<file path="config.mk">
export PLATFORM = sky130hd
export DESIGN_NAME = dmem_arbiter
export DESIGN_NICKNAME = d
export VERILOG_FILES = /design/src/rtl/dmem_arbiter.sv
export SDC_FILE = /design/constraint.sdc
export NUM_CORES = 1
export LEC_CHECK = 0
export CAP_MARGIN = 20
export CORE_UTILIZATION = 35
export CTS_CLUSTER_DIAMETER = 50
export DETAILED_ROUTE_END_ITERATION = 7
export GPL_ROUTABILITY_DRIVEN = 0
export GPL_TIMING_DRIVEN = 0
export HOLD_SLACK_MARGIN = 0.15
export PLACE_DENSITY = 0.71
export SYNTH_ARGS = -nofsm -noshare
export SYNTH_HDL_FRONTEND = slang
export SYNTH_SLANG_ARGS = --single-unit
</file>
<file path="constraint.sdc">
create_clock -name clock -period 2.5 [get_ports clock]
set_input_delay 0.375 -clock clock [delete_from_list [all_inputs] [get_ports clock]]
set_output_delay 0.375 -clock clock [all_outputs]
set_load 0.05 [all_outputs]
</file>
<file path="src/rtl/dmem_arbiter.sv">
// Round-robin two-port arbiter and access sequencer for the single-port data memory.
// Optional feature: define DMEM_ARB_BOUNDS_CHECK_EN to flag and suppress out-of-range accesses.
module dmem_arbiter #(
    parameter int DEPTH       = 64,
    parameter int WAIT_CYCLES = 1
) (
    input  logic        clock,
    input  logic        reset,
    input  logic        req0,
    input  logic        req1,
    input  logic        we0,
    input  logic        we1,
    input  logic [31:0] addr0,
    input  logic [31:0] addr1,
    input  logic [31:0] wdata0,
    input  logic [31:0] wdata1,
    output logic        gnt0,
    output logic        gnt1,
    output logic        done0,
    output logic        done1,
    output logic [31:0] rdata0,
    output logic [31:0] rdata1,
    output logic        err,
    output logic [31:0] mem_addr,
    output logic        mem_read,
    output logic        mem_write,
    output logic [31:0] mem_wdata,
    input  logic [31:0] mem_rdata
);

    localparam int DATA_W = 32;

    if (WAIT_CYCLES < 1 || WAIT_CYCLES > 15 || DEPTH < 1) begin : g_param_check
        $error("dmem_arbiter: WAIT_CYCLES must be 1..15 and DEPTH positive");
    end

    typedef enum logic [1:0] {
        IDLE,
        ACCESS,
        DONE
    } state_t;

    state_t              state;
    logic                last;
    logic                win;
    logic [3:0]          cnt;

    logic                pick;
    logic                sel_we;
    logic                sel_oob;
    logic [DATA_W-1:0]   sel_addr;
    logic [DATA_W-1:0]   sel_wdata;

    // On a tie the port that did not win last time gets the memory.
    always_comb begin
        pick      = (req0 && req1) ? ~last : req1;
        sel_we    = pick ? we1    : we0;
        sel_addr  = pick ? addr1  : addr0;
        sel_wdata = pick ? wdata1 : wdata0;
`ifdef DMEM_ARB_BOUNDS_CHECK_EN
        sel_oob   = (sel_addr >= DATA_W'(DEPTH));
`else
        sel_oob   = 1'b0;
`endif
    end

`ifdef DMEM_ARB_BOUNDS_CHECK_EN
    logic lat_oob;
`else
    assign err = 1'b0;
`endif

    // mem_* registers double as the latched request, so requester changes cannot reach the memory.
    always_ff @(posedge clock or negedge reset) begin
        if (!reset) begin
            state     <= IDLE;
            last      <= 1'b1;
            win       <= 1'b0;
            cnt       <= 4'd0;
            gnt0      <= 1'b0;
            gnt1      <= 1'b0;
            done0     <= 1'b0;
            done1     <= 1'b0;
            rdata0    <= '0;
            rdata1    <= '0;
            mem_addr  <= '0;
            mem_read  <= 1'b0;
            mem_write <= 1'b0;
            mem_wdata <= '0;
`ifdef DMEM_ARB_BOUNDS_CHECK_EN
            lat_oob   <= 1'b0;
            err       <= 1'b0;
`endif
        end else begin
            case (state)
                IDLE: begin
                    if (req0 || req1) begin
                        win       <= pick;
                        gnt0      <= ~pick;
                        gnt1      <= pick;
                        mem_addr  <= sel_addr;
                        mem_wdata <= sel_wdata;
                        mem_read  <= ~sel_we && ~sel_oob;
                        mem_write <= sel_we && ~sel_oob;
                        cnt       <= 4'(WAIT_CYCLES - 1);
`ifdef DMEM_ARB_BOUNDS_CHECK_EN
                        lat_oob   <= sel_oob;
`endif
                        state     <= ACCESS;
                    end
                end
                ACCESS: begin
                    if (cnt == 4'd0) begin
                        // mem_read is only set for in-range reads, so it gates the capture.
                        if (mem_read) begin
                            if (win) rdata1 <= mem_rdata;
                            else     rdata0 <= mem_rdata;
                        end
                        mem_read  <= 1'b0;
                        mem_write <= 1'b0;
                        done0     <= ~win;
                        done1     <= win;
`ifdef DMEM_ARB_BOUNDS_CHECK_EN
                        err       <= lat_oob;
`endif
                        state     <= DONE;
                    end else begin
                        cnt <= cnt - 4'd1;
                    end
                end
                DONE: begin
                    done0 <= 1'b0;
                    done1 <= 1'b0;
                    gnt0  <= 1'b0;
                    gnt1  <= 1'b0;
`ifdef DMEM_ARB_BOUNDS_CHECK_EN
                    err   <= 1'b0;
`endif
                    last  <= win;
                    state <= IDLE;
                end
                default: state <= IDLE;
            endcase
        end
    end

endmodule

</file>
==> impl_metrics.sql, run 1 <==
INSERT INTO impl_metrics (metric_group, metric, value, unit) VALUES
('detailed_routing', 'drcViolationCount', '0', ''),
('min_path', 'holdCritPathClass', 'reg -> reg', ''),
('setup_path', 'critical_path.startpoint_type', 'flop', ''),
('setup_path', 'critPathRequiredTime', '2.12', 'ns'),
('detailed_routing', 'postRouteAntennaNets', '0', ''),
('detailed_routing', 'vias', '5108', ''),
('floorplanning', 'ios', '301', ''),
('setup_path', 'depth_of_the_most_critical_reg_to_reg_path', '7', ''),
('setup_path', 'timing.critical_path.slowest_stage_cell', 'clkdlybuf4s50_1', ''),
('floorplanning', 'initial_utilization', '36.1', '%'),
('pwr', 'fin_total_pwr', '15.3', 'mW'),
('synthesis', 'yosys-top-cells-area', 'dfrtp_1 56%, mux2i_1 10%, o21ai_0 10%, mux2_4 7.2%, mux2_2 6.1%', ''),
('layout', 'layout-area-overhead-vs-synth', '62.6', '%'),
('clock_network', 'clock_root_buffer_master', 'clkbuf_16', ''),
('detailed_routing', 'initialDrtViolationCount', '190', ''),
('sta', 'drv_slew', '0', ''),
('sta', 'worstMarginPinSlew', '0.732', 'ns'),
('layout', 'antenna-diode-count', '0', ''),
('detailed_routing', 'firstDrtPassIters', '4', ''),
('clock_network', 'cts_post_setup_buffers_inserted', '0', ''),
('synthesis', 'synth_seq_cells', '142', ''),
('sta', 'clock_skew', '0.00929', 'ns'),
('global_route', 'grtUsageTotal', '19.6', '%'),
('synthesis', 'synth-edff-count', '0', ''),
('clock_network', 'cts-buffers-inserted', '17', ''),
('clock_network', 'cts_h_tree_depth', '4', ''),
('layout', 'drive_gt1_share', '15.0', '%'),
('clock_network', 'cts_buffer_depth', '2', ''),
('sta', 'layout_worst_path_cycle_share', '83.6', '%'),
('setup_path', 'path_cells', 'clkdlybuf4s50_1', ''),
('setup_path', 'worstPathBufferInverterCount', '1', ''),
('synthesis', 'post_synth_instance_area', '0.00626', 'sq mm'),
('setup_path', 'worst_r2r_endpoint', 'rdata1[21]', ''),
('synthesis', 'synth.yosys.seq_area_share', '56.8', '%'),
('floorplanning', 'die-width', '136', 'um'),
('sta', 'layout_min_cycle_time', '2.09', 'ns'),
('status', 'outcome', 'finished, final reports clean', ''),
('setup_path', 'reg2reg_from', 'cnt[0]', ''),
('layout', 'final.fill_count', '1373', ''),
('pwr', 'worst_ir_drop_vdd', '0.000969', 'V'),
('global_route', 'grt_start_max_net_pins', '73', ''),
('detailed_routing', 'avgViaCountPerCell', '4.89', ''),
('synthesis', 'syn-instance-count', '486', ''),
('setup_path', 'path_delay_family', 'buffers and inverters', ''),
('sta', 'timing.final.setup_violations', '0', ''),
('synthesis', 'synth_commonest_cells', '141 x dfrtp_1, 130 x o21ai_0, 65 x mux2i_1, 34 x mux2_2, 30 x mux2_4', ''),
('synthesis', 'ys_types', '38', ''),
('layout', 'register_area', '0.00355', 'sq mm'),
('synthesis', 'synthFlopType', 'dfrtp_1', ''),
('layout', 'nets', '973', ''),
('floorplanning', 'design.core.area', '0.0174', 'sq mm'),
('synthesis', 'async_reset_ff_share', '100', '%'),
('setup_path', 'path_class', 'reg -> out', ''),
('placed_design', 'place_ws', '0.00394', 'ns'),
('synthesis', 'synth.net_count', '653', ''),
('floorplanning', 'placementRows', '48', ''),
('synthesis', 'yosysTopAreaCell', 'dfrtp_1', ''),
('global_route', 'globalRoute.totalOverflow', '0', ''),
('min_path', 'hold_depth', '2', ''),
('placed_design', 'post-dp-hpwl', '13600', 'um'),
('clock_network', 'worstSkewPairLatency', '0.41', 'ns'),
('sta', 'fmax', '0.478', 'GHz'),
('setup_path', 'crit_path_end_kind', 'output pin', ''),
('synthesis', 'postSynthAreaPerCell', '12.9', 'sq um'),
('setup_path', 'timing.critical_path.arrival', '1.71', 'ns'),
('global_route', 'initial_antenna_violation_count', '0', ''),
('global_route', 'grt_pass1_vias', '5331', ''),
('flow_run', 'maxCapViolations', '0', ''),
('layout', 'multi_input_area', '0.00244', 'sq mm'),
('sta', 'setup_repair_after_global_routing_missed_its_margin', 'false', ''),
('synthesis', 'synth.most_common_cell', 'dfrtp_1', '');
## final cells by class
type                            instances  area share (%)
Timing Repair Buffer                  301            29.8
Multi-Input combinational cell        302            24.0
Inverter                                3           0.111
Sequential cell                       142            34.9
Clock inverter                         13            1.59
Tap cell                              225            2.77
Buffer                                 39            2.45
Clock buffer                           19            4.35
## registers in the layout, summed over array words and instances (netlist names)
signal / cells
mem_write: 1
state: 2
mem_addr: 32
gnt0: 1
last: 1
done0: 1
rdata0: 32
done1: 1
win: 1
mem_wdata: 32
cnt: 4
gnt1: 1
rdata1: 32
mem_read: 1
## placed cells by master (no fill, tap or decap), drive strengths merged, types with 2 or more instances in the layout
cell type      count
mux2i             65
dfrtp            141
o22ai              2
clkbuf            40
mux2              66
nand2              5
or3                2
nor2               5
a21oi              2
inv                5
buf               20
clkdlybuf4s50    298
bufinv             3
o21ai            135
clkinv             4
nand2b             3
clkinvlp           4
nor2b              2
## cells by family (layout without fill, tap and decap cells)
logic type | count (synthesis) | in the layout | share of synthesized area [%]
AOI/OAI and AO/OA | 145 | 145 | 12.1
adders and majority gates | 1 | 1 | 0.200
buffers and inverters | 42 | 375 | 4.16
DFF | 142 | 142 | 56.8
muxes | 131 | 131 | 24.1
other | 1 | 1 | 0.0599
and+or+nand+nor | 24 | 24 | 2.62
## worst max path at each step
stage,slack (ns),startpoint,to
5_1_grt,0.22,req1,mem_addr[29]
3_5_place_dp,0.004,req1,mem_addr[28]
6_report,0.41,mem_read,mem_read
3_3_place_gp,-4.40,reset,mem_wdata[22]
2_1_floorplan,0.67,cnt[0],rdata1[0]
4_1_cts,0.38,mem_read,mem_read
## per-stage QoR
stage               area [sq um]  TNS [ns]  hold slack (ns)  std cells  utilization [%]
global route               10200         0            0.491       1044             58.6
global placement            9530   -621.36            0.468       1010             54.9
finish                     10200         0            0.472       1044             58.6
detailed placement          9560         0            0.427       1011             55.1
floorplan                   6260         0           0.0794        486                -
CTS                        10200         0            0.477       1044             58.6
## metal layers
| metal | routed length (um) | global-route usage (%) |
|---|---|---|
| met4 | 257 | 6.49 |
| met1 | 7320 | 23.5 |
| met2 | 8670 | 33.2 |
| met3 | 1440 | 6.02 |
| met5 | 0 | 0 |
## power by group
part | internal [mW] | switching [mW]
registers | 3.42 | 0.647
clock network | 1.60 | 0.965
logic | 3.14 | 5.53
total | 8.16 | 7.14
## repair_timing
item,4_1_cts,5_1_grt
endpoints found under the setup margin,0,0
hold endpoints to repair,69,0
hold buffers,1,0
(Power assumes the default switching activity.)
==> run 2: changes to the inputs <==
--- a/config.mk
+++ b/config.mk
@@ -12,7 +12,7 @@
 export GPL_ROUTABILITY_DRIVEN = 0
 export GPL_TIMING_DRIVEN = 0
 export HOLD_SLACK_MARGIN = 0.15
-export PLACE_DENSITY = 0.71
+export PLACE_DENSITY = 0.73
 export SYNTH_ARGS = -nofsm -noshare
 export SYNTH_HDL_FRONTEND = slang
 export SYNTH_SLANG_ARGS = --single-unit
==> constraint.sdc (replaced) <==
create_clock -name clock -period 1.8 [get_ports clock]
set_input_delay 0.27 -clock clock [delete_from_list [all_inputs] [get_ports clock]]
set_output_delay 0.27 -clock clock [all_outputs]
set_load 0.05 [all_outputs]
==> run 2 against run 1 <==
The run now ends with negative setup slack left. Utilization increased by 1.1 points. Sequential cell count stayed put. Final cell count up 1.7%. Clock skew is 0.0018 ns lower. Via count grew 0.14%. Cell area is 1.9% higher. Sequential power grew 37%. Clock power increased by 39%. Register-to-register slack worse by 0.63 ns. Power up 36%. Setup slack lost 0.58 ns. Worst hold slack worse by 0.050 ns. Largest cell class unchanged. Largest power group unchanged. Highest routed layer unchanged.
==> impl_metrics.sql, run 2 (synthesis results as in run 1) <==
INSERT INTO impl_metrics (metric_group, metric, value, unit) VALUES
('floorplanning', 'die-area', '0.0184', 'sq mm'),
('setup_path', 'critical_path.startpoint_type', 'flop', ''),
('detailed_routing', 'firstDrtPassIters', '6', ''),
('global_route', 'initial_antenna_violation_count', '0', ''),
('detailed_routing', 'initialDrtViolationCount', '155', ''),
('layout', 'layout-area-overhead-vs-synth', '65.8', '%'),
('setup_path', 'timing.critical_path.slowest_stage_cell', 'dfrtp_1', ''),
('global_route', 'grtUsageTotal', '20.4', '%'),
('floorplanning', 'initial_utilization', '36.1', '%'),
('sta', 'fmax', '0.508', 'GHz'),
('layout', 'antenna-diode-count', '0', ''),
('clock_network', 'cts-buffers-inserted', '17', ''),
('global_route', 'grt_start_max_net_pins', '78', ''),
('global_route', 'first_pass_grt_wire_length', '28200', 'um'),
('placed_design', 'post-dp-hpwl', '13500', 'um'),
('global_route', 'globalRoute.totalOverflow', '0', ''),
('pwr', 'power_density', '2000', 'mW/mm^2'),
('layout', 'layout.cells.most_common', 'clkdlybuf4s50_1', ''),
('setup_path', 'worstPathBufferInverterCount', '5', ''),
('layout', 'nets', '991', ''),
('global_route', 'gr-usage-met1', '24.2', '%'),
('setup_path', 'cpPeakStageDelay', '0.40', 'ns'),
('placed_design', 'place_ws', '-0.579', 'ns'),
('clock_network', 'cts_tree', 'yes', ''),
('sta', 'layout_worst_path_cycle_share', '109', '%'),
('layout', 'drive_gt1_share', '18.5', '%'),
('flow_run', 'maxCapViolations', '0', ''),
('status', 'failing_checks', 'negative setup slack', ''),
('detailed_routing', 'drcViolationCount', '0', ''),
('clock_network', 'worstSkewPairLatency', '0.41', 'ns'),
('global_route', 'grt_pass1_vias', '5137', ''),
('layout', 'final.fill_count', '1495', ''),
('clock_network', 'clk_pin_slew_worst_paths', '0.06', 'ns'),
('sta', 'fin_tns_setup', '-5.05', 'ns'),
('layout', 'mostFrequentLayoutCells', '164 x clkdlybuf4s50_1, 141 x dfrtp_1, 134 x dlygate4sd2_1', ''),
('sta', 'clock_skew', '0.00749', 'ns'),
('setup_path', 'timing.critical_path.arrival', '2.26', 'ns'),
('setup_path', 'path_delay_family', 'buffers and inverters', ''),
('setup_path', 'path_cells', 'inv_2 -> ha_4 -> nor3b_4 -> buf_4 -> and4_4 -> buf_8 -> buf_12 -> buf_16 -> mux2_4', ''),
('clock_network', 'cts.sinks', '142', ''),
('sta', 'drv_slew', '0', ''),
('sta', 'setup_repair_after_global_routing_missed_its_margin', 'true', ''),
('placed_design', 'buffers_on_ports', '299', ''),
('setup_path', 'worst-path-max-fanout', '5', ''),
('sta', 'timing.final.setup_violations', '63', ''),
('pwr', 'worst_ir_drop_vdd', '0.00115', 'V'),
('pwr', 'power.static_leakage', '4.79', 'nW'),
('detailed_routing', 'vias', '5115', ''),
('floorplanning', 'floorplan.die.height', '136', 'um'),
('floorplanning', 'placementRows', '48', ''),
('status', 'outcome', 'finished, violations left', ''),
('detailed_routing', 'postRouteAntennaNets', '0', ''),
('global_route', 'global_routing_met2_resource_utilization', '33.9', '%'),
('setup_path', 'critPathRequiredTime', '2.09', 'ns'),
('sta', 'final-hold-violation-count', '0', ''),
('floorplanning', 'die-width', '136', 'um'),
('detailed_routing', 'detail_routed_net_length_per_standard_cell', '17.6', 'um'),
('min_path', 'holdCritPathClass', 'in -> async', ''),
('floorplanning', 'design.core.area', '0.0174', 'sq mm'),
('setup_path', 'path_class', 'reg -> reg', ''),
('detailed_routing', 'drt-total-wl', '18700', 'um'),
('clock_network', 'cts_h_tree_depth', '4', ''),
('sta', 'layout_min_cycle_time', '1.97', 'ns'),
('global_route', 'use_met3', '7.71', '%'),
('sta', 'finalWorstSetupSlack', '-0.168', 'ns'),
('clock_network', 'clock_root_buffer_master', 'clkbuf_16', ''),
('clock_network', 'cts_buffer_depth', '2', ''),
('detailed_routing', 'avgViaCountPerCell', '4.82', ''),
('setup_path', 'crit_path_end_kind', 'flop', ''),
('sta', 'worstMarginPinSlew', '0.640', 'ns'),
('sta', 'slew-limit-headroom', '57.3', '%'),
('floorplanning', 'ios', '301', ''),
('global_route', 'grt.busiest_layer', 'met2', '');
-- run 2: cell count changes in the layout (fill, tap and decap cells not counted), sizes merged --
| cell | change |
|---|---|
| buf | +16 |
| clkbuf | +3 |
| clkdlybuf4s50 | -134 |
| clkinv | +2 |
| clkinvlp | -3 |
| dlygate4sd2 | +134 |
-- run 2: routing by layer --
layer  vias up  part of all wire (%)
met4         0                  0.98
met1      2461                    40
met2       215                    50
met3        11                   9.2
met5         -                     0
li1       2428                     -
-- run 2: metrics by stage --
stage / util (%) / instances / area, sq um / power, mW / hold WS (ns)
after CTS: 59.0 / 1056 / 10200 / 20.6 / 0.446
final: 59.8 / 1062 / 10400 / 20.7 / 0.422
after global routing: 59.8 / 1062 / 10400 / 21.8 / 0.487
after global placement: 54.9 / 1010 / 9530 / 17.6 / 0.468
after floorplan: - / 486 / 6260 / 13.4 / -0.0256
after detailed placement: 55.1 / 1011 / 9560 / 17.8 / 0.310
-- run 2: cell type report --
type | instances | area (sq um) | area share, %
Multi-Input combinational cell | 302 | 2490 | 24.1
Sequential cell | 142 | 3550 | 34.3
Tap cell | 225 | 282 | 2.71
Timing Repair Buffer | 319 | 3150 | 30.3
Clock inverter | 12 | 160 | 1.54
Inverter | 3 | 11.3 | 0.109
Buffer | 39 | 278 | 2.68
Clock buffer | 20 | 447 | 4.31
-- run 2: final timing paths --
check                        from             to  slack, ns  cells after the start
max                        cnt[0]     rdata1[29]      -0.17                      9
min                         reset     rdata1[16]       0.42                      2
max reg2reg                cnt[0]     rdata1[29]      -0.17                      9
min reg2reg                  last           last       0.49                      2
max in group asynchronous   reset  mem_wdata[17]       0.57                      3
min in group clock           last           last       0.49                      2
-- run 2: where the power goes --
part | switching (mW) | internal, mW | leakage (nW)
logic | 7.88 | 3.72 | 2.76
clock network | 1.34 | 2.23 | 0.295
registers | 0.807 | 4.75 | 1.74
total | 10.0 | 10.7 | 4.79
-- run 2: worst register-to-register path: stages, from the launching register on --
cell	delay (ns)
dfrtp_1	0.40
inv_2	0.09
ha_4	0.13
nor3b_4	0.20
buf_4	0.15
and4_4	0.20
buf_8	0.14
buf_12	0.12
buf_16	0.12
mux2_4	0.30
-- run 2: timing repair --
item	in CTS	in global routing
pin swaps	2	2
hold endpoints to repair	64	0
gates resized for setup	146	27
cloned	3	3
endpoints found under the setup margin	236	109
buffers inserted	9	6
hold buffers	1	0
